===== config.mk =====
export PLATFORM = sky130hd
export DESIGN_NAME = pc_gen
export DESIGN_NICKNAME = d
export VERILOG_FILES = /design/src/rtl/pc_gen.sv
export SDC_FILE = /design/constraint.sdc
export NUM_CORES = 1
export LEC_CHECK = 0
export ABC_AREA = 1
export BUFFER_PORTS_ARGS = -buffer_cell sky130_fd_sc_hd__buf_2
export CAP_MARGIN = 20
export CORE_ASPECT_RATIO = 0.7
export CORE_MARGIN = 3
export CORE_UTILIZATION = 47
export DETAILED_ROUTE_END_ITERATION = 10
export PLACE_DENSITY = 0.77
export SYNTH_ARGS = -nofsm -noshare
export SYNTH_HDL_FRONTEND = slang
export SYNTH_SLANG_ARGS = --single-unit

===== constraint.sdc =====
create_clock -name clk -period 1.89 [get_ports clk]
set_clock_uncertainty 0.05 [all_clocks]
set_input_delay 0.189 -clock clk [delete_from_list [all_inputs] [get_ports clk]]
set_output_delay 0.189 -clock clk [all_outputs]
set_load 0.1 [all_outputs]

===== src/rtl/pc_gen.sv =====
// Fetch-stage program counter with stall-aware redirect latching.
// Exception entry / return paths are built only when PC_GEN_EXC_EN is defined.
module pc_gen #(
  parameter int unsigned          ADDR_W   = 32,
  parameter logic [ADDR_W-1:0]    RESET_PC = 32'h0000_3000,
  parameter logic [ADDR_W-1:0]    EXC_VEC  = 32'h0000_4180
) (
  input  logic              clk,
  input  logic              reset,
  input  logic              stall,
  input  logic              redir_valid,
  input  logic [ADDR_W-1:0] redir_target,
  input  logic              exc_req,
  input  logic              eret,
  input  logic [ADDR_W-1:0] epc,
  output logic [ADDR_W-1:0] pc,
  output logic [ADDR_W-1:0] pc_plus4,
  output logic              pend_valid,
  output logic              fetch_misaligned
);

  typedef enum logic {RUN, PEND} state_t;

  state_t            state;
  logic [ADDR_W-1:0] pend_target;

  assign pc_plus4         = pc + ADDR_W'(4);
  assign fetch_misaligned = |pc[1:0];
  assign pend_valid       = (state == PEND);

`ifndef PC_GEN_EXC_EN
  logic unused_exc;
  assign unused_exc = ^{exc_req, eret, epc};
`endif

  always_ff @(posedge clk) begin
    if (reset) begin
      pc          <= RESET_PC;
      state       <= RUN;
      pend_target <= '0;
    end
`ifdef PC_GEN_EXC_EN
    // Exception entry/return override stall and drop any latched redirect.
    else if (exc_req) begin
      pc    <= EXC_VEC;
      state <= RUN;
    end
    else if (eret) begin
      pc    <= epc;
      state <= RUN;
    end
`endif
    else begin
      case (state)
        RUN: begin
          if (stall) begin
            if (redir_valid) begin
              pend_target <= redir_target;
              state       <= PEND;
            end
          end else begin
            pc <= redir_valid ? redir_target : pc_plus4;
          end
        end
        PEND: begin
          if (stall) begin
            if (redir_valid) pend_target <= redir_target;
          end else begin
            // A fresh redirect on the release cycle is newer than the latched one.
            pc    <= redir_valid ? redir_target : pend_target;
            state <= RUN;
          end
        end
        default: state <= RUN;
      endcase
    end
  end

endmodule


* Word-level counts from Yosys, hierarchy flattened
Cells that the tools add are included.
Word-level totals: register bits 65, latch bits 0, bits in writable memories 0, memory bits (read-only) 0, bits of input ports 70, output and inout bits 66, memories kept 0
Operators by class: $add $sub $neg 1, multipliers 0, div/mod/pow operators 0, order comparisons 0, equality and inequality tests 2, shift-type cells 0, muxes and demuxes 10, bitwise gates (word level) 1, reductions and logical operators 2
Operators by type and width (count):
- $mux 32 | 5
- $pmux 32 s2 | 1
- $add 32x3->32 const B | 1
- $ne 2x2->1 const B | 2
- $mux 1 | 3
- $pmux 1 s2 | 1
- $reduce_and 2->1 | 1
- $reduce_or 2->1 | 1
- $not 1->1 | 1

* Longest topological paths before layout
Gate-level depths: netlist of run 1.
word-level depth 4, mapped depth 10

* Least setup slack after synthesis of run 1
No wires, ideal clock.
path type register to register, start register pc[2], end register pc[7], setup time 72 ps, arrival time 3791 ps, data required time 1768 ps, path slack -2023 ps, stages on the path, launching flop included 7, buffers on the path 0, period minus slack after synthesis 3913 ps, path through dfxtp_1 -> inv_2 -> nor2_8 -> nand2_4 -> xnor2_1 -> nand2_1 -> a21oi_1
Between the ends: cells in the longest elaborated chain, start to end 4
RTL lines:
- start: declaration | RTL line 16 | output logic [ADDR_W-1:0] pc,
- start signal: assignment | RTL line 62 | pc <= redir_valid ? redir_target : pc_plus4;
- start signal: assignment | RTL line 70 | pc <= redir_valid ? redir_target : pend_target;
- $add 32x3->32 | RTL line 27 | assign pc_plus4 = pc + ADDR_W'(4);
- net pc_plus4[7] | RTL line 17 | output logic [ADDR_W-1:0] pc_plus4,
- $mux 32 | RTL line 62
- $mux 32 | RTL line 56 | if (stall) begin
- $pmux 32 s2 | RTL line 54 | case (state)
The timed path passes the listed nets, and every way through them passes these cells. The select of a mux whose other input is x is not followed. A chain may end at the register's enable or synchronous reset.

* Final worst setup path of run 1
start register pc[13], end output port pc_plus4[24]
Between the ends: cells in the longest elaborated chain, start to end 1
RTL lines (RTL line):
- $add 32x3->32 | 27
- end: declaration | 17
Every way passes these cells.

==> qor.yml, run 1 <==
outcome: "finished with violations"
failed_checks: "negative setup slack"
area.sequential_um2: 1380
grt_pass1_vias: 3934
clk_latency_ns: 0.36
synth_flop_cell: "dfxtp_1"
start_util_pct: 49.0
dr.pass1.iters: 6
worstRegToRegCells: 12
yosysUniqueCellTypes: 38
final_cell_area_um2: 5890
totalWireLength_um: 14200
worst-path-max-fanout: 4
final_net_count: 727
grt_pass1_wl_um: 20600
final_worst_path_cycle_share_pct: 111
netlist_instances: 516
dr_total_vias: 4488
synth.ff_latch_count: 65
place.gp.congestion: 0.860
drive_gt1_share_pct: 46.3
dpl_cell_area_um2: 5090
fp.dieArea_um2: 8800
unrepaired_setup_endpoints_after_global_routing: "yes"
startpoint: "pc[13]"
mappedNetlistNets: 587
core_area_um2: 7380
hold_path_startpoint: "redir_target[12]"
cp_data_required_time_ns: 1.65
clock_pin_slew_worst_setup_and_hold_paths_ns: 0.08
detail_route.vias_per_cell: 5.91
syn_avg_cell_area_um2: 7.01
setup-tns-final_ns: -3.16
worst_setup_path_start_kind: "flop"
hold_depth: 3
post_route_ant_nets: 0
fmax_mhz: 476
grt_start_max_net_pins: 34
die_x_um: 111
ff_to_ff_setup_slack_ns: 0.05
fin_crit_ns: 2.10
route.detailed.drc: 0
finalHoldViolCount: 0
hp-class: "primary input to flop"
cellLeakagePower_nw: 2.57
worst_r2r_startpoint: "pc[2]"
clock_root_buffer: "clkbuf_8"
post_synth_instance_area_um2: 3620
ctsHoldBuffers: 0
layout.filler_cells: 459
synth-edff-count: 0
cts_num_sinks: 65
max_cap_viol_count: 0
fin_util_pct: 79.7
ioPinCount: 136
synth-seq-area-share_pct: 36.0
grt_use_total_pct: 29.5
max_slew_margin_pct: 54.7
place_inst: 700
row_count: 26
grt_remaining_overflow: 0
hold-path-endpoint: "pend_target[12]"
detail_route.wl_per_cell_um: 18.7
timing.critical_path.arrival_ns: 1.86
timing.critical_path.to_type: "output pin"
timing.final.setup_violations: 26
grt_antenna_before_repair: 1
critical_path_class: "flop to output pin"
layout_commonest_cell: "nand2_1"
cts.htree.levels: 3
cts_buffer_depth: 2
drt_iter0_drc: 504
layout.cells.most_common_list: "nand2_1 (83), buf_2 (73), nor2_1 (60), buf_4 (47), o21ai_0 (38)"
pre_cts_slack_ns: 0.118
io_buffer_count: 101
vdd_drop_max_mv: 0.547
number_of_diodes: 0
cts_tree: "built"
die_height_um: 79.4
post-dp-hpwl_um: 8800
report.final.slew_viol_count: 0
asyncSetResetFlopFracSynth_pct: 0
power.density_nw_per_um2: 730
max_slew.worst_pin.slew_ns: 0.679
layoutNonFillerInstCount: 759
r2r-end: "pc[26]"
post-route-worst-setup-slack_ns: -0.213
cts_buffers: 9
synth-warning-count: 0
synthToLayoutAreaGrowth_pct: 62.7
multi_input_area_um2: 2670
## through the flow
step / power, mW / hold WS [ns]
after floorplan: 2.70 / 0.278
after global placement: 3.07 / 0.399
after detailed placement: 3.10 / 0.401
after CTS: 4.23 / 0.0297
after global routing: 4.43 / 0.0516
final: 4.30 / 0.0356
## timing repair
| action | in CTS | in global routing |
|---|---|---|
| resized for setup | 43 | 36 |
| endpoints found under the setup margin | 24 | 26 |
| pin swaps | 29 | 29 |
| gates cloned | 0 | 0 |
| buffers inserted | 32 | 12 |
## logic make-up (layout without fill, tap and decap cells)
logic type | after synthesis | in the layout | share of synthesized area [%]
AND/OR/NAND/NOR | 270 | 270 | 34.2
AO/OA/AOI/OAI | 104 | 104 | 17.5
flip-flops | 65 | 65 | 36.0
buffers and inverters | 61 | 206 | 7.26
XOR/XNOR | 15 | 15 | 4.67
adder cells (fa/ha/maj) | 1 | 1 | 0.346
## flip-flops by register name, summed over array words and instances, names as in the netlist
register,cells
pc,32
pend_target,32
pend_valid,1
## power breakdown
group          switching (mW)  leakage, nW  internal [mW]
sequential              0.115        0.551           1.46
clock                   0.600       0.0918          0.483
combinational            1.17         1.93          0.465
total                    1.89         2.57           2.41
## cells in the mapped netlist, types with 4 or more instances
library cell | n | area share [%]
a21oi_1 | 29 | 4.0
a221oi_1 | 20 | 4.8
a31oi_1 | 5 | 0.86
buf_2 | 7 | 0.97
clkbuf_1 | 16 | 1.7
dfxtp_1 | 65 | 36
inv_1 | 32 | 3.3
nand2_1 | 128 | 13
nand2_2 | 4 | 0.69
nand3_1 | 12 | 1.7
nand3b_1 | 7 | 1.5
nor2_1 | 78 | 8.1
nor2_4 | 4 | 1.2
nor2_8 | 4 | 2.2
nor3_1 | 22 | 3.0
o21ai_0 | 39 | 5.4
xnor2_1 | 5 | 1.2
xor2_1 | 5 | 1.2
xor2_2 | 5 | 2.2
## worst max path at each step
stage / depth (start not counted) / end / slack, ns
finish: 7 / pc_plus4[24] / -0.21
global route: 9 / pc_plus4[22] / -0.27
CTS: 8 / pc_plus4[26] / -0.20
detailed placement: 8 / pc_plus4[26] / 0.12
global placement: 7 / pc_plus4[20] / 0.15
floorplan: 7 / pc[12] / -0.31
## critical path, stage by stage, from the launching register on
cell and delay [ns]:
dfxtp_4 0.39, nand2_2 0.11, nor2_1 0.23, nand2_1 0.13, nor2_4 0.21, nand3b_1 0.16
nand2_4 0.11, buf_12 0.17
## per-layer routing
layer	part of all wire, %	wire (um)	track usage, %	up-vias
met1	40	5680	39.4	2136
met3	11	1540	8.79	57
met4	2.8	401	7.50	0
met2	46	6600	47.3	295
met5	0	0	0	-
li1	-	-	-	2000
## area by class of cell
class,count,share of cell area (%)
Tap cell,98,2.08
Multi-Input combinational cell,390,45.3
Clock buffer,10,2.17
Clock inverter,6,0.702
Timing Repair Buffer,157,24.0
Inverter,33,2.23
Sequential cell,65,23.5
Note: power is estimated with default switching activity, not from simulation.
==> run 2: changes to the inputs <==
Settings changed: GPL_TIMING_DRIVEN set to 0, MAX_ROUTING_LAYER set to met4.
==> run 2 against run 1 <==
The flow still finishes with violations (negative setup slack). Cell area decreased by 0.51%. Critical path depth grew 1. Fmax down 2.2%. Wire length down 0.18%. Utilization is 0.41 points lower. Power is 2.8% higher.
==> qor.yml, run 2 (synthesis gave the netlist of run 1 again) <==
unrepaired_setup_endpoints_after_global_routing: "yes"
timing.final.setup_violations: 25  # -3.8%
cts_num_sinks: 65  # unchanged
die_x_um: 111  # unchanged
die_height_um: 79.4  # unchanged
clock_root_buffer: "clkbuf_8"
grt_pass1_wl_um: 20600  # about the same
fin_util_pct: 79.3  # -0.41 points
place_inst: 713  # +1.9%
dr.pass1.iters: 5  # -1
start_util_pct: 49.0  # unchanged
worst_hold_slack_ns: 0.0540  # +0.0183 ns
timing.critical_path.to_type: "output pin"
timing.critical_path.arrival_ns: 1.91  # +0.05 ns
ioPinCount: 136  # unchanged
failed_checks: "negative setup slack"
fp.dieArea_um2: 8800  # unchanged
cts.htree.levels: 3  # unchanged
startpoint: "pc[2]"
cp_data_required_time_ns: 1.65  # about the same
layoutNonFillerInstCount: 768  # +1.2%
dr_total_vias: 4454  # -0.76%
clock_pin_slew_worst_setup_and_hold_paths_ns: 0.08  # about the same
post-route-worst-setup-slack_ns: -0.260  # -0.0473 ns
fmax_mhz: 465  # -2.2%
cts_tree: "built"
detail_route.wl_per_cell_um: 18.5  # -1.3%
top_routing_layer_used: "met4"
wl_met1_um: 5780  # +1.6%
final_worst_path_cycle_share_pct: 114  # +2.5 points
detail_route.vias_per_cell: 5.80  # -1.9%
max_slew_margin_pct: 61.3  # +6.6 points
io_buffer_count: 99  # -2.0%
dr_wl_met3_um: 1590  # +3.6%
row_count: 26  # unchanged
pre_cts_slack_ns: -0.168  # -0.286 ns
final_cell_area_um2: 5860  # -0.51%
report.final.slew_viol_count: 0  # unchanged
worst_setup_path_start_kind: "flop"
critical_path_class: "flop to output pin"
worst-path-max-fanout: 5  # +1
max_slew.worst_pin.slew_ns: 0.576  # -0.103 ns
cellLeakagePower_nw: 2.56  # -0.56%
grt_remaining_overflow: 0  # unchanged
vdd_drop_max_mv: 0.533  # -2.5%
cts_buffer_depth: 2  # unchanged
max_cap_viol_count: 0  # unchanged
grt_antenna_before_repair: 0  # -1
number_of_diodes: 0  # unchanged
core_area_um2: 7380  # unchanged
post-dp-hpwl_um: 9160  # +4.1%
cts_buffers: 9  # unchanged
hold_path_startpoint: "redir_target[1]"
power.density_nw_per_um2: 755  # +3.3%
grt_use_total_pct: 30.4  # +0.90 points
fin_crit_ns: 2.15  # +0.0473 ns
grt_start_max_net_pins: 13  # -62%
drive_gt1_share_pct: 41.9  # -4.4 points
ctsHoldBuffers: 0  # unchanged
layout_commonest_cell: "nand2_1"
worst_r2r_startpoint: "pc[2]"
dpl_cell_area_um2: 4710  # -7.5%
drt_iter0_drc: 476  # -5.6%
finalHoldViolCount: 0  # unchanged
outcome: "finished with violations"
route.detailed.drc: 0  # unchanged
final_net_count: 736  # +1.2%
place.gp.congestion: 0.934  # +8.6%
clk_latency_ns: 0.35  # about the same
layout.cells.most_common_list: "nand2_1 (95), buf_2 (78), nor2_1 (65), o21ai_0 (38), dfxtp_1 (35)"
grt_pass1_vias: 4012  # +2.0%
met2RoutedLength_um: 6570  # -0.36%
hp-class: "primary input to flop"
totalWireLength_um: 14200  # -0.18%
synthToLayoutAreaGrowth_pct: 61.9
post_route_ant_nets: 0  # unchanged
==> run 2: cell count changes in the layout (fill, tap and decap cells not counted), moves of 4 or more <==
cell and change:
nor2_1 +5, buf_2 +5, nor2_4 -6, nand2_2 -12, clkbuf_1 +16, buf_4 -15
nand2_1 +12, inv_4 -4
==> run 2: stage by stage <==
stage                     TNS, ns  power [mW]
final                       -4.02        4.42
after floorplan             -5.72        2.70
after CTS                   -2.75        4.31
after global placement     -0.612        2.94
after detailed placement   -0.897        2.95
after global routing        -5.81        4.55
==> run 2: routing by layer <==
layer  vias up  track usage [%]
met5         -                -
met1      2101             40.5
met2       301             46.5
li1       2018                -
met4         0             7.50
met3        34             8.18
==> run 2: layout make-up <==
| type | instances | area (um2) |
|---|---|---|
| plain buffers | 28 | 139 |
| clock buffers | 12 | 178 |
| clock inverters | 4 | 31.3 |
| fillers | 465 | 1530 |
| inverters | 33 | 129 |
| multi-input cells | 390 | 2600 |
| flip-flops and latches | 65 | 1380 |
| well taps | 98 | 123 |
| repair buffers | 138 | 1280 |
==> run 2: final timing paths <==
| check | to | slack, ns | depth (start not counted) |
|---|---|---|---|
| hold / removal | pc[1] | 0.05 | 3 |
| setup reg to reg | pc[18] | 0.11 | 10 |
| hold reg to reg | pend_target[2] | 0.44 | 2 |
| setup / recovery | pc_plus4[18] | -0.26 | 8 |
==> run 2: timing repair <==
item	CTS	global route
pin swaps	28	37
setup buffers	13	26
cloned	0	0
setup endpoints to repair	27	27
resized for setup	116	44
==> run 2: worst max-delay path: stages, from the launching register on <==
cell     delay [ns]
dfxtp_4        0.39
ha_4           0.16
nand2_4        0.05
nor2_4         0.15
nand2_4        0.07
nor2_4         0.20
buf_12         0.14
xor2_4         0.19
buf_12         0.20
==> run 2: power by group <==
group | internal (mW) | switching (mW) | total, mW | leakage [nW]
sequential | 1.46 | 0.120 | 1.58 | 0.550
combinational | 0.442 | 1.16 | 1.60 | 1.90
clock | 0.644 | 0.593 | 1.24 | 0.107
total | 2.55 | 1.87 | 4.42 | 2.56
==> run 3: changes to the inputs <==
Settings changed: CORE_MARGIN 3 to 2.
==> run 3 against run 2 <==
The flow still finishes with violations (negative setup slack). Sequential share of layout area rose by 0.19 points. Utilization down 0.64 points. Critical path type unchanged. Cell area is 0.81% lower. Register-to-register slack is essentially flat. Power up 1.4%. Fmax increased by 1.6%.
==> qor.yml, run 3 (synthesis gave the netlist of run 1 again) <==
ioPinCount: 136  # unchanged
cts_buffer_depth: 2  # unchanged
fmax_mhz: 473  # +1.6%
max_slew_margin_pct: 59.2  # -2.1 points
fin_crit_ns: 2.12  # -0.0347 ns
hold-path-endpoint: "pc[1]"
drt_iter0_drc: 397  # -17%
dr.pass1.iters: 6  # +1
start_util_pct: 49.0  # unchanged
route.detailed.drc: 0  # unchanged
max_cap_viol_count: 0  # unchanged
r2r-end: "pc[12]"
layout.cells.most_common_list: "nand2_1 (89), buf_2 (78), nor2_1 (61), o21ai_0 (38), dfxtp_1 (35)"
grt_remaining_overflow: 0  # unchanged
row_count: 26  # unchanged
cts.htree.levels: 3  # unchanged
worst-path-max-fanout: 5  # unchanged
detail_route.wl_per_cell_um: 18.2  # -1.5%
critical_path_class: "flop to output pin"
grt_antenna_before_repair: 0  # unchanged
failed_checks: "negative setup slack"
totalWireLength_um: 13800  # -2.5%
post-dp-hpwl_um: 9220  # +0.70%
clk_latency_ns: 0.37  # +0.02 ns
dpl_cell_area_um2: 4710  # unchanged
cts_tree: "built"
wl_met1_um: 5880  # +1.8%
met2RoutedLength_um: 6520  # -0.87%
worst_setup_path_start_kind: "flop"
hold_path_startpoint: "redir_target[1]"
cellLeakagePower_nw: 2.51  # -2.1%
hp-class: "primary input to flop"
hold_depth: 3  # unchanged
core_area_um2: 7380  # unchanged
synthToLayoutAreaGrowth_pct: 60.6
finalHoldViolCount: 0  # unchanged
io_buffer_count: 99  # unchanged
fp.dieArea_um2: 8430  # -4.3%
cts_num_sinks: 65  # unchanged
die_x_um: 109  # -1.8%
outcome: "finished with violations"
clock_pin_slew_worst_setup_and_hold_paths_ns: 0.09  # about the same
grt_start_max_net_pins: 15  # +2
final_worst_path_cycle_share_pct: 112  # -1.8 points
post-route-worst-setup-slack_ns: -0.226  # +0.0347 ns
layout.filler_cells: 495  # +6.5%
number_of_diodes: 0  # unchanged
grt_use_total_pct: 32.7  # +2.3 points
max_slew.worst_pin.slew_ns: 0.607  # +0.0309 ns
unrepaired_setup_endpoints_after_global_routing: "yes"
power.density_nw_per_um2: 772  # +2.3%
timing.critical_path.arrival_ns: 1.88  # -0.03 ns
die_height_um: 77.4  # -2.5%
post_route_ant_nets: 0  # unchanged
ff_to_ff_setup_slack_ns: 0.12  # about the same
final_net_count: 728  # -1.1%
grt_pass1_vias: 3878  # -3.3%
top_routing_layer_used: "met4"
report.final.slew_viol_count: 0  # unchanged
vdd_drop_max_mv: 0.538  # +0.79%
worst_r2r_startpoint: "pc[3]"
dr_wl_met3_um: 1170  # -26%
dr_total_vias: 4359  # -2.1%
detail_route.vias_per_cell: 5.74  # -1.1%
timing.critical_path.to_type: "output pin"
grt_pass1_wl_um: 20300  # -1.6%
drive_gt1_share_pct: 43.1  # +1.1 points
clock_root_buffer: "clkbuf_8"
cts_buffers: 9  # unchanged
place.gp.congestion: 0.908  # -2.8%
layout_commonest_cell: "nand2_1"
worstRegToRegCells: 10  # unchanged
cp_data_required_time_ns: 1.65  # about the same
timing.final.setup_violations: 25  # unchanged
final_cell_area_um2: 5810  # -0.81%
setup-tns-final_ns: -3.78  # +0.243 ns
run 3: changes by cell type in the layout (fill, tap and decap cells not counted), sizes merged:
cell | previous run | this run
bufinv | 0 | 1
inv | 34 | 39
clkbuf | 28 | 25
buf | 148 | 140
clkinv | 3 | 0
run 3: layer usage:
metal / GRT usage (%) / vias to the layer above
met2: 49.0 / 250
li1: - / 2005
met4: 7.05 / 0
met3: 6.72 / 40
met5: - / -
met1: 45.9 / 2064
run 3: how the worst max path moves through the flow:
stage | startpoint | endpoint | slack [ns]
3_3_place_gp | pc[2] | pc_plus4[28] | -0.12
6_report | pc[11] | pc_plus4[18] | -0.23
3_5_place_dp | pc[2] | pc_plus4[28] | -0.14
2_1_floorplan | pc[2] | pc[12] | -0.31
5_1_grt | pc[3] | pc_plus4[24] | -0.26
4_1_cts | pc[3] | pc_plus4[26] | -0.21
run 3: per-stage QoR:
stage	util (%)	instances	setup WS, ns	power [mW]	hold WS (ns)
2_1_floorplan	-	516	-0.309	2.70	0.278
3_3_place_gp	63.8	713	-0.117	2.94	0.404
3_5_place_dp	63.8	713	-0.137	2.95	0.422
4_1_cts	73.9	743	-0.213	4.37	0.0455
5_1_grt	78.7	760	-0.264	4.60	0.0651
6_report	78.7	760	-0.226	4.48	0.0400
run 3: report_power, final:
| part | internal [mW] | total [mW] | switching, mW |
|---|---|---|---|
| combinational | 0.438 | 1.59 | 1.15 |
| clock | 0.638 | 1.30 | 0.665 |
| sequential | 1.46 | 1.59 | 0.129 |
run 3: critical path: stages, from the launching register on:
cell and delay, ns:
dfxtp_4 0.41, nand2_1 0.12, nor2_1 0.16, nand2_1 0.11, nor2_4 0.19, buf_6 0.14, xor2_4 0.17, buf_12 0.19
run 3: timing repair:
action / 4_1_cts / 5_1_grt
pin swaps: 20 / 30
setup buffers: 14 / 17
resized for setup: 120 / 58
cloned: 0 / 0
hold buffers: 0 / 0
endpoints found under the setup margin: 27 / 28
run 3: final cells by class:
type | instances | area [um2] | area share, %
inverter | 33 | 131 | 2.26
clock inverter | 7 | 82.6 | 1.42
clock buffer | 9 | 124 | 2.13
buffer | 28 | 139 | 2.39
multi-input combinational | 390 | 2660 | 45.9
sequential | 65 | 1380 | 23.7
tap | 98 | 123 | 2.11
timing repair buffer | 130 | 1170 | 20.1
